==> src/rtl/uart_pkg.sv <==
// Shared constants for the UART transmitter: parity modes, FSM state
// encoding and a width helper for the per-bit cycle counter.
package uart_pkg;

  localparam int PARITY_NONE = 0;
  localparam int PARITY_ODD  = 1;
  localparam int PARITY_EVEN = 2;

  typedef enum logic [2:0] {
    ST_IDLE   = 3'd0,
    ST_START  = 3'd1,
    ST_DATA   = 3'd2,
    ST_PARITY = 3'd3,
    ST_STOP   = 3'd4
  } state_e;

  // A counter for n states needs at least one bit, even when n is 1.
  function automatic int cnt_width(input int n);
    return (n > 1) ? $clog2(n) : 1;
  endfunction

endpackage

==> src/rtl/sync_fifo.sv <==
// Single-clock FIFO with power-of-two depth. Pointers wrap naturally, and
// the occupancy count distinguishes full from empty.
module sync_fifo #(
  parameter int WIDTH = 8,
  parameter int DEPTH = 4
) (
  input  logic                     clk,
  input  logic                     rst,
  input  logic                     push,
  input  logic                     pop,
  input  logic [WIDTH-1:0]         wr_data,
  output logic [WIDTH-1:0]         rd_data,
  output logic                     full,
  output logic                     empty,
  output logic [$clog2(DEPTH):0]   count
);

  localparam int PTR_W = $clog2(DEPTH);
  localparam logic [PTR_W:0] DEPTH_CNT = (PTR_W + 1)'(DEPTH);

  logic [WIDTH-1:0] mem_q [DEPTH];
  logic [PTR_W-1:0] wr_ptr_q;
  logic [PTR_W-1:0] rd_ptr_q;
  logic [PTR_W:0]   count_q;
  logic             do_push;
  logic             do_pop;

  assign full    = (count_q == DEPTH_CNT);
  assign empty   = (count_q == '0);
  assign count   = count_q;
  assign rd_data = mem_q[rd_ptr_q];

  // A push while full or a pop while empty is simply not performed.
  assign do_push = push && !full;
  assign do_pop  = pop && !empty;

  // NOTE: the storage array has no reset; pointers and count alone decide
  // which entries are valid, so clearing the data would only cost area.
  always_ff @(posedge clk) begin
    if (do_push) begin
      mem_q[wr_ptr_q] <= wr_data;
    end
  end

  // NOTE: sequential state uses non-blocking assignments so every register
  // samples the values from before this edge, regardless of statement order.
  always_ff @(posedge clk) begin
    if (rst) begin
      wr_ptr_q <= '0;
      rd_ptr_q <= '0;
      count_q  <= '0;
    end else begin
      if (do_push) begin
        wr_ptr_q <= wr_ptr_q + 1'b1;
      end
      if (do_pop) begin
        rd_ptr_q <= rd_ptr_q + 1'b1;
      end
      case ({do_push, do_pop})
        2'b10:   count_q <= count_q + 1'b1;
        2'b01:   count_q <= count_q - 1'b1;
        default: count_q <= count_q;
      endcase
    end
  end

endmodule

==> src/rtl/uart_tx_fifo.sv <==
// UART transmitter fed by a small FIFO. Frames are sent back to back while
// words are queued; tx is a register driven from the next-state values.
module uart_tx_fifo
  import uart_pkg::*;
#(
  parameter int DATA_BITS    = 8,
  parameter int CLKS_PER_BIT = 16,
  parameter int PARITY       = PARITY_NONE,
  parameter int STOP_BITS    = 1,
  parameter int FIFO_DEPTH   = 4
) (
  input  logic                          clk,
  input  logic                          rst,
  input  logic [DATA_BITS-1:0]          data,
  input  logic                          write_en,
  output logic                          rdy,
  output logic                          tx,
  output logic                          busy,
  output logic [$clog2(FIFO_DEPTH):0]   fifo_count
);

  localparam int CNT_W = cnt_width(CLKS_PER_BIT);
  localparam int IDX_W = 4;
  localparam logic [CNT_W-1:0] LAST_TICK  = CNT_W'(CLKS_PER_BIT - 1);
  localparam logic [IDX_W-1:0] LAST_DATA  = IDX_W'(DATA_BITS - 1);
  localparam logic [IDX_W-1:0] LAST_STOP  = IDX_W'(STOP_BITS - 1);
  localparam logic             ODD_INVERT = (PARITY == PARITY_ODD);
  localparam logic             HAS_PARITY = (PARITY != PARITY_NONE);

  state_e               state_q, state_d;
  logic [CNT_W-1:0]     bit_cnt_q, bit_cnt_d;
  logic [IDX_W-1:0]     idx_q, idx_d;
  logic [DATA_BITS-1:0] shift_q, shift_d;
  logic                 parity_q, parity_d;
  logic                 tx_q, tx_d;

  logic                 pop;
  logic                 bit_done;
  logic [DATA_BITS-1:0] fifo_rd_data;
  logic                 fifo_full;
  logic                 fifo_empty;

  sync_fifo #(
    .WIDTH (DATA_BITS),
    .DEPTH (FIFO_DEPTH)
  ) u_fifo (
    .clk     (clk),
    .rst     (rst),
    .push    (write_en),
    .pop     (pop),
    .wr_data (data),
    .rd_data (fifo_rd_data),
    .full    (fifo_full),
    .empty   (fifo_empty),
    .count   (fifo_count)
  );

  assign bit_done = (bit_cnt_q == LAST_TICK);

  // State register
  always_ff @(posedge clk) begin
    if (rst) begin
      state_q   <= ST_IDLE;
      bit_cnt_q <= '0;
      idx_q     <= '0;
      shift_q   <= '0;
      parity_q  <= 1'b0;
      tx_q      <= 1'b1;
    end else begin
      state_q   <= state_d;
      bit_cnt_q <= bit_cnt_d;
      idx_q     <= idx_d;
      shift_q   <= shift_d;
      parity_q  <= parity_d;
      tx_q      <= tx_d;
    end
  end

  // Next-state logic; pop doubles as the "load a new frame" strobe.
  always_comb begin
    // NOTE: every signal written here gets a default first, so no branch
    // can leave one unassigned and infer a latch.
    state_d   = state_q;
    bit_cnt_d = bit_cnt_q;
    idx_d     = idx_q;
    shift_d   = shift_q;
    parity_d  = parity_q;
    pop       = 1'b0;

    if (state_q != ST_IDLE) begin
      bit_cnt_d = bit_done ? '0 : bit_cnt_q + 1'b1;
    end

    case (state_q)
      ST_IDLE: begin
        if (!fifo_empty) begin
          pop = 1'b1;
        end
      end
      ST_START: begin
        if (bit_done) begin
          state_d = ST_DATA;
          idx_d   = '0;
        end
      end
      ST_DATA: begin
        if (bit_done) begin
          if (idx_q == LAST_DATA) begin
            state_d = HAS_PARITY ? ST_PARITY : ST_STOP;
            idx_d   = '0;
          end else begin
            idx_d   = idx_q + 1'b1;
            shift_d = shift_q >> 1;
          end
        end
      end
      ST_PARITY: begin
        if (bit_done) begin
          state_d = ST_STOP;
          idx_d   = '0;
        end
      end
      ST_STOP: begin
        if (bit_done) begin
          if (idx_q == LAST_STOP) begin
            if (fifo_empty) begin
              state_d = ST_IDLE;
            end else begin
              pop = 1'b1;
            end
          end else begin
            idx_d = idx_q + 1'b1;
          end
        end
      end
      default: state_d = ST_IDLE;
    endcase

    if (pop) begin
      state_d   = ST_START;
      bit_cnt_d = '0;
      idx_d     = '0;
      shift_d   = fifo_rd_data;
      parity_d  = (^fifo_rd_data) ^ ODD_INVERT;
    end
  end

  // Output logic: the line level that goes with the state being entered.
  always_comb begin
    tx_d = 1'b1;
    case (state_d)
      ST_START:  tx_d = 1'b0;
      ST_DATA:   tx_d = shift_d[0];
      ST_PARITY: tx_d = parity_d;
      default:   tx_d = 1'b1;
    endcase
  end

  assign tx   = tx_q;
  assign rdy  = !fifo_full;
  assign busy = (state_q != ST_IDLE) || !fifo_empty;

endmodule

==> config.mk <==
export PLATFORM = sky130hd
export DESIGN_NAME = uart_tx_fifo
export DESIGN_NICKNAME = d
export VERILOG_FILES = /design/src/rtl/uart_pkg.sv /design/src/rtl/sync_fifo.sv /design/src/rtl/uart_tx_fifo.sv
export SDC_FILE = /design/constraint.sdc
export NUM_CORES = 1
export LEC_CHECK = 0
export CAP_MARGIN = 10
export CORE_MARGIN = 5
export CORE_UTILIZATION = 45
export DETAILED_ROUTE_END_ITERATION = 12
export PLACE_DENSITY_LB_ADDON = 0.25
export RECOVER_POWER = 25
export SETUP_SLACK_MARGIN = 0.3
export SYNTH_ARGS = -nofsm -noshare
export SYNTH_HDL_FRONTEND = slang
export SYNTH_HIERARCHICAL = 1
export SYNTH_SLANG_ARGS = --single-unit
==> constraint.sdc <==
create_clock -name clk -period 4.9 [get_ports clk]
set_input_delay 0.98 -clock clk [delete_from_list [all_inputs] [get_ports clk]]
set_output_delay 0.98 -clock clk [all_outputs]
set_load 0.01 [all_outputs]
==> impl_results.md <==
- Status: finished, final reports clean
- Post-route design area: 3240 um^2
- Largest area contributor in the netlist: sky130_fd_sc_hd__edfxtp_1
- VDD IR max: 0.000321 V
- Initial cell density of the core: 0.469
- Reg clk slew, reported paths: 0.07 ns
- Cell types occupying the most area after synthesis: sky130_fd_sc_hd__edfxtp_1, sky130_fd_sc_hd__dfxtp_1, sky130_fd_sc_hd__mux4_2, sky130_fd_sc_hd__ha_1, sky130_fd_sc_hd__a21oi_1
- Worst slew margin relative to its limit: 0.449
- Post-cts gate resize count: 0
- Gr usage total: 0.142
- Crit path launch type: register
- Gate count after technology mapping: 237
- Number of vias per cell: 5.46
- Total power: 1640 uW
- Share of post-route cells with drive strength above 1: 0.112
- Largest net degree at the start of global routing: 24
- Fraction of synthesized cell area taken by the top area cell type: 0.340
- Hold violation count in the final report: 0
- Worst min-delay path startpoint: u_fifo/rd_ptr_q[1]
- CTS Sinks: 62
- Cell variety after synth: 44
- Area of the mapped netlist: 2820 um^2
- Class of the most critical hold timing path: reg2reg
- Post-synth EDFFs: 32
- Total clock buffers created by CTS: 9
- Global-route wire length before repair: 8470 um
- Vias in the first global route: 1,759
- Tightest Pin Transition: 0.824 ns
- Number of nets in the layout: 275
- Fraction of synthesis flops using an asynchronous set or reset pin: 0
- Net count after synthesis: 257
- Antenna violation net count after detailed routing: 0
- Number of cells in the finished layout apart from fillers: 335
- Data arrival at the endpoint of the critical path: 3.43 ns
- Detailed placement HPWL: 3490 um
- Worst setup path class: reg2reg
- Avg Synthesized Cell Area: 11.9 um^2
- Maximum frequency from static timing analysis: 315 MHz
- Max-slew violation total from the final report: 0
- CP endpoint kind: register
- Area Growth Syn to Fin: 14.7%
- Post-Place Cells: 319
- Worst Hold Depth: 2
- Setup TNS: 0 ns
- Remaining Overflow, GRT: 0
- Capture instance of the worst register-to-register path: u_fifo/count[2]
- Top_reg_cell synth: sky130_fd_sc_hd__edfxtp_1
- Leakage power of the design: 0.00111 uW
- Slack of the critical path: 1.73 ns
- Initial antenna violation count: 0
- Power per Cell Area: 507 nW/um^2
- Critical-path maximum fanout: 10
- Latest clock arrival within the worst-skew pair: 0.34 ns
- Die area: 7960 um^2
- Chip width: 89.2 um
- Final cycle utilization of the critical path: 0.647
- Warning count from the yosys run: 6
- Worst R2R Path Depth: 13
- Buffer count from post-CTS setup fixing: 0
- Cts-stage hold buffer count: 0
- R2R Setup Slk: 1.73 ns
- Height of the chip: 89.2 um
- H-tree depth reported by CTS: 3
- Drt first-iter violations: 96
- Clock root buffer: sky130_fd_sc_hd__clkbuf_8
- First drt pass iteration count: 6
- Post-route DRC: 0
- Final period demand of the worst path: 3.17 ns
- Mean routed wirelength per cell: 14.9 um
- Routability congestion estimate from global placement: 0.771
- Number of vias after detailed routing: 1,828
- Instance area at placement: 3040 um^2
- Count of state elements after synthesis: 62
- Post-Place Worst Slack: 1.78 ns
- Worst clock skew on the final layout: 0.00867 ns
- Data required time of the critical path: 5.16 ns
- CTS tree: built
- Drt total wl: 4980 um
- Part of the Yosys area used for sequential elements: 0.553
- RSZ-0062 raised after global routing: false
- Cell row count: 28
- Input/output buffers: 16
- Number of setup violations in the final report: 0
- Maximum clock path buffer count: 2
- Max-cap violation count: 0
- Antenna diodes: 0
- Number of top-level pins: 17
- CORE AREA: 6030 um^2
- Launch point of the worst reg-to-reg path: bit_cnt_q[0]
-- where the power goes --
| part | internal (uW) | total, uW | leakage (uW) | switching [uW] |
|---|---|---|---|---|
| Sequential | 637 | 718 | 0.000539 | 80.8 |
| Combinational | 232 | 485 | 0.000474 | 253 |
| Clock | 236 | 438 | 0.0000996 | 202 |
| Total | 1110 | 1640 | 0.00111 | 536 |
-- through the flow --
| stage | hold slack (ns) | utilization |
|---|---|---|
| final | 0.488 | 0.537 |
| after floorplan | 0.459 | - |
| after CTS | 0.494 | 0.537 |
| after global routing | 0.522 | 0.537 |
| after detailed placement | 0.483 | 0.505 |
| after global placement | 0.474 | 0.505 |
-- state kept, by name, indices dropped and copies added (netlist names), named ones only --
signal           count
state_q              3
tx                   1
parity_q             1
idx_q                4
bit_cnt_q            4
u_fifo/count         3
shift_q              8
u_fifo/rd_ptr_q      2
u_fifo/wr_ptr_q      2
u_fifo/mem_q        32
-- cell type report --
| class | instances | area [um^2] |
|---|---|---|
| Fill cell | 539 | 2790 |
| Inverter | 12 | 45.0 |
| Multi-Input combinational cell | 154 | 1180 |
| Timing Repair Buffer | 16 | 160 |
| Clock buffer | 9 | 124 |
| Sequential cell | 62 | 1560 |
| Clock inverter | 7 | 73.8 |
| Tap cell | 75 | 93.8 |
-- worst max-delay path by stage --
| stage | start | end | depth (start not counted) |
|---|---|---|---|
| finish | bit_cnt_q[0] | u_fifo/count[2] | 13 |
| global route | bit_cnt_q[0] | u_fifo/count[2] | 13 |
| CTS | bit_cnt_q[0] | u_fifo/count[2] | 13 |
| detailed placement | bit_cnt_q[0] | u_fifo/count[2] | 13 |
| global placement | bit_cnt_q[0] | u_fifo/count[2] | 13 |
| floorplan | idx_q[0] | u_fifo/count[2] | 14 |
-- metal layers --
layer,up-vias,global-route usage,share of wire,routed length [um]
li1,924,-,-,-
met1,857,0.186,0.46,2290
met2,37,0.216,0.48,2410
met3,10,0.0396,0.039,196
met4,0,0.0690,0.018,90
met5,-,0,0,0
-- placed cells by master (no fill, tap or decap), types with 2 or more instances in the layout --
master	instances
sky130_fd_sc_hd__edfxtp_1	32
sky130_fd_sc_hd__dfxtp_1	30
sky130_fd_sc_hd__a21oi_1	16
sky130_fd_sc_hd__nor2_1	13
sky130_fd_sc_hd__inv_1	12
sky130_fd_sc_hd__nor3_1	10
sky130_fd_sc_hd__nand2_1	10
sky130_fd_sc_hd__o21ai_0	10
sky130_fd_sc_hd__a211oi_1	9
sky130_fd_sc_hd__clkbuf_8	9
sky130_fd_sc_hd__clkdlybuf4s50_1	9
sky130_fd_sc_hd__mux2i_1	8
sky130_fd_sc_hd__ha_1	8
sky130_fd_sc_hd__mux4_2	8
sky130_fd_sc_hd__xnor2_1	7
sky130_fd_sc_hd__dlygate4sd3_1	7
sky130_fd_sc_hd__or3_1	6
sky130_fd_sc_hd__nand3_1	5
sky130_fd_sc_hd__and2_1	5
sky130_fd_sc_hd__nand4_1	4
sky130_fd_sc_hd__xor2_1	4
sky130_fd_sc_hd__o21ai_1	3
sky130_fd_sc_hd__o211ai_1	3
sky130_fd_sc_hd__or3b_1	2
sky130_fd_sc_hd__and3_1	2
sky130_fd_sc_hd__nor3b_1	2
sky130_fd_sc_hd__clkinv_4	2
sky130_fd_sc_hd__clkinv_2	2
sky130_fd_sc_hd__nand2b_1	2
-- logic make-up after synthesis --
group / share of synthesized area
xor gates and xnor gates: 0.0341
AOI/OAI and AO/OA: 0.109
and+or+nand+nor: 0.140
DFF: 0.553
adders and majority gates: 0.0425
muxes: 0.0922
buffers and inverters: 0.0292
-- synthesized netlist by cell type, types with 2 or more instances --
cell and count:
sky130_fd_sc_hd__or3_1 6, sky130_fd_sc_hd__or3b_1 2, sky130_fd_sc_hd__buf_1 2, sky130_fd_sc_hd__a211oi_1 9, sky130_fd_sc_hd__edfxtp_1 32, sky130_fd_sc_hd__ha_1 8, sky130_fd_sc_hd__xnor2_1 7, sky130_fd_sc_hd__buf_2 3
sky130_fd_sc_hd__and3_1 2, sky130_fd_sc_hd__o21ai_0 10, sky130_fd_sc_hd__o21ai_1 3, sky130_fd_sc_hd__o211ai_1 3, sky130_fd_sc_hd__nand2b_1 2, sky130_fd_sc_hd__inv_1 12, sky130_fd_sc_hd__clkbuf_1 4, sky130_fd_sc_hd__nand2_1 10
sky130_fd_sc_hd__nor3b_1 2, sky130_fd_sc_hd__xor2_1 4, sky130_fd_sc_hd__nand3_1 5, sky130_fd_sc_hd__nand4_1 4, sky130_fd_sc_hd__a21oi_1 16, sky130_fd_sc_hd__dfxtp_1 30, sky130_fd_sc_hd__nor2_1 13, sky130_fd_sc_hd__nor3_1 10
sky130_fd_sc_hd__and2_1 5, sky130_fd_sc_hd__mux4_2 8, sky130_fd_sc_hd__mux2i_1 8
-- worst max-delay path, stage by stage (launching register included) --
cell and delay (ns):
sky130_fd_sc_hd__dfxtp_1 0.40, sky130_fd_sc_hd__ha_1 0.25, sky130_fd_sc_hd__nand3_1 0.28, sky130_fd_sc_hd__o21ai_1 0.35, sky130_fd_sc_hd__nand2_1 0.27, sky130_fd_sc_hd__inv_1 0.19
sky130_fd_sc_hd__o31ai_2 0.10, sky130_fd_sc_hd__inv_1 0.07, sky130_fd_sc_hd__ha_1 0.17, sky130_fd_sc_hd__inv_1 0.06, sky130_fd_sc_hd__fa_1 0.37, sky130_fd_sc_hd__xor2_1 0.15
sky130_fd_sc_hd__or3_1 0.30, sky130_fd_sc_hd__a21oi_1 0.14
Note: power is estimated with default switching activity, not from simulation.
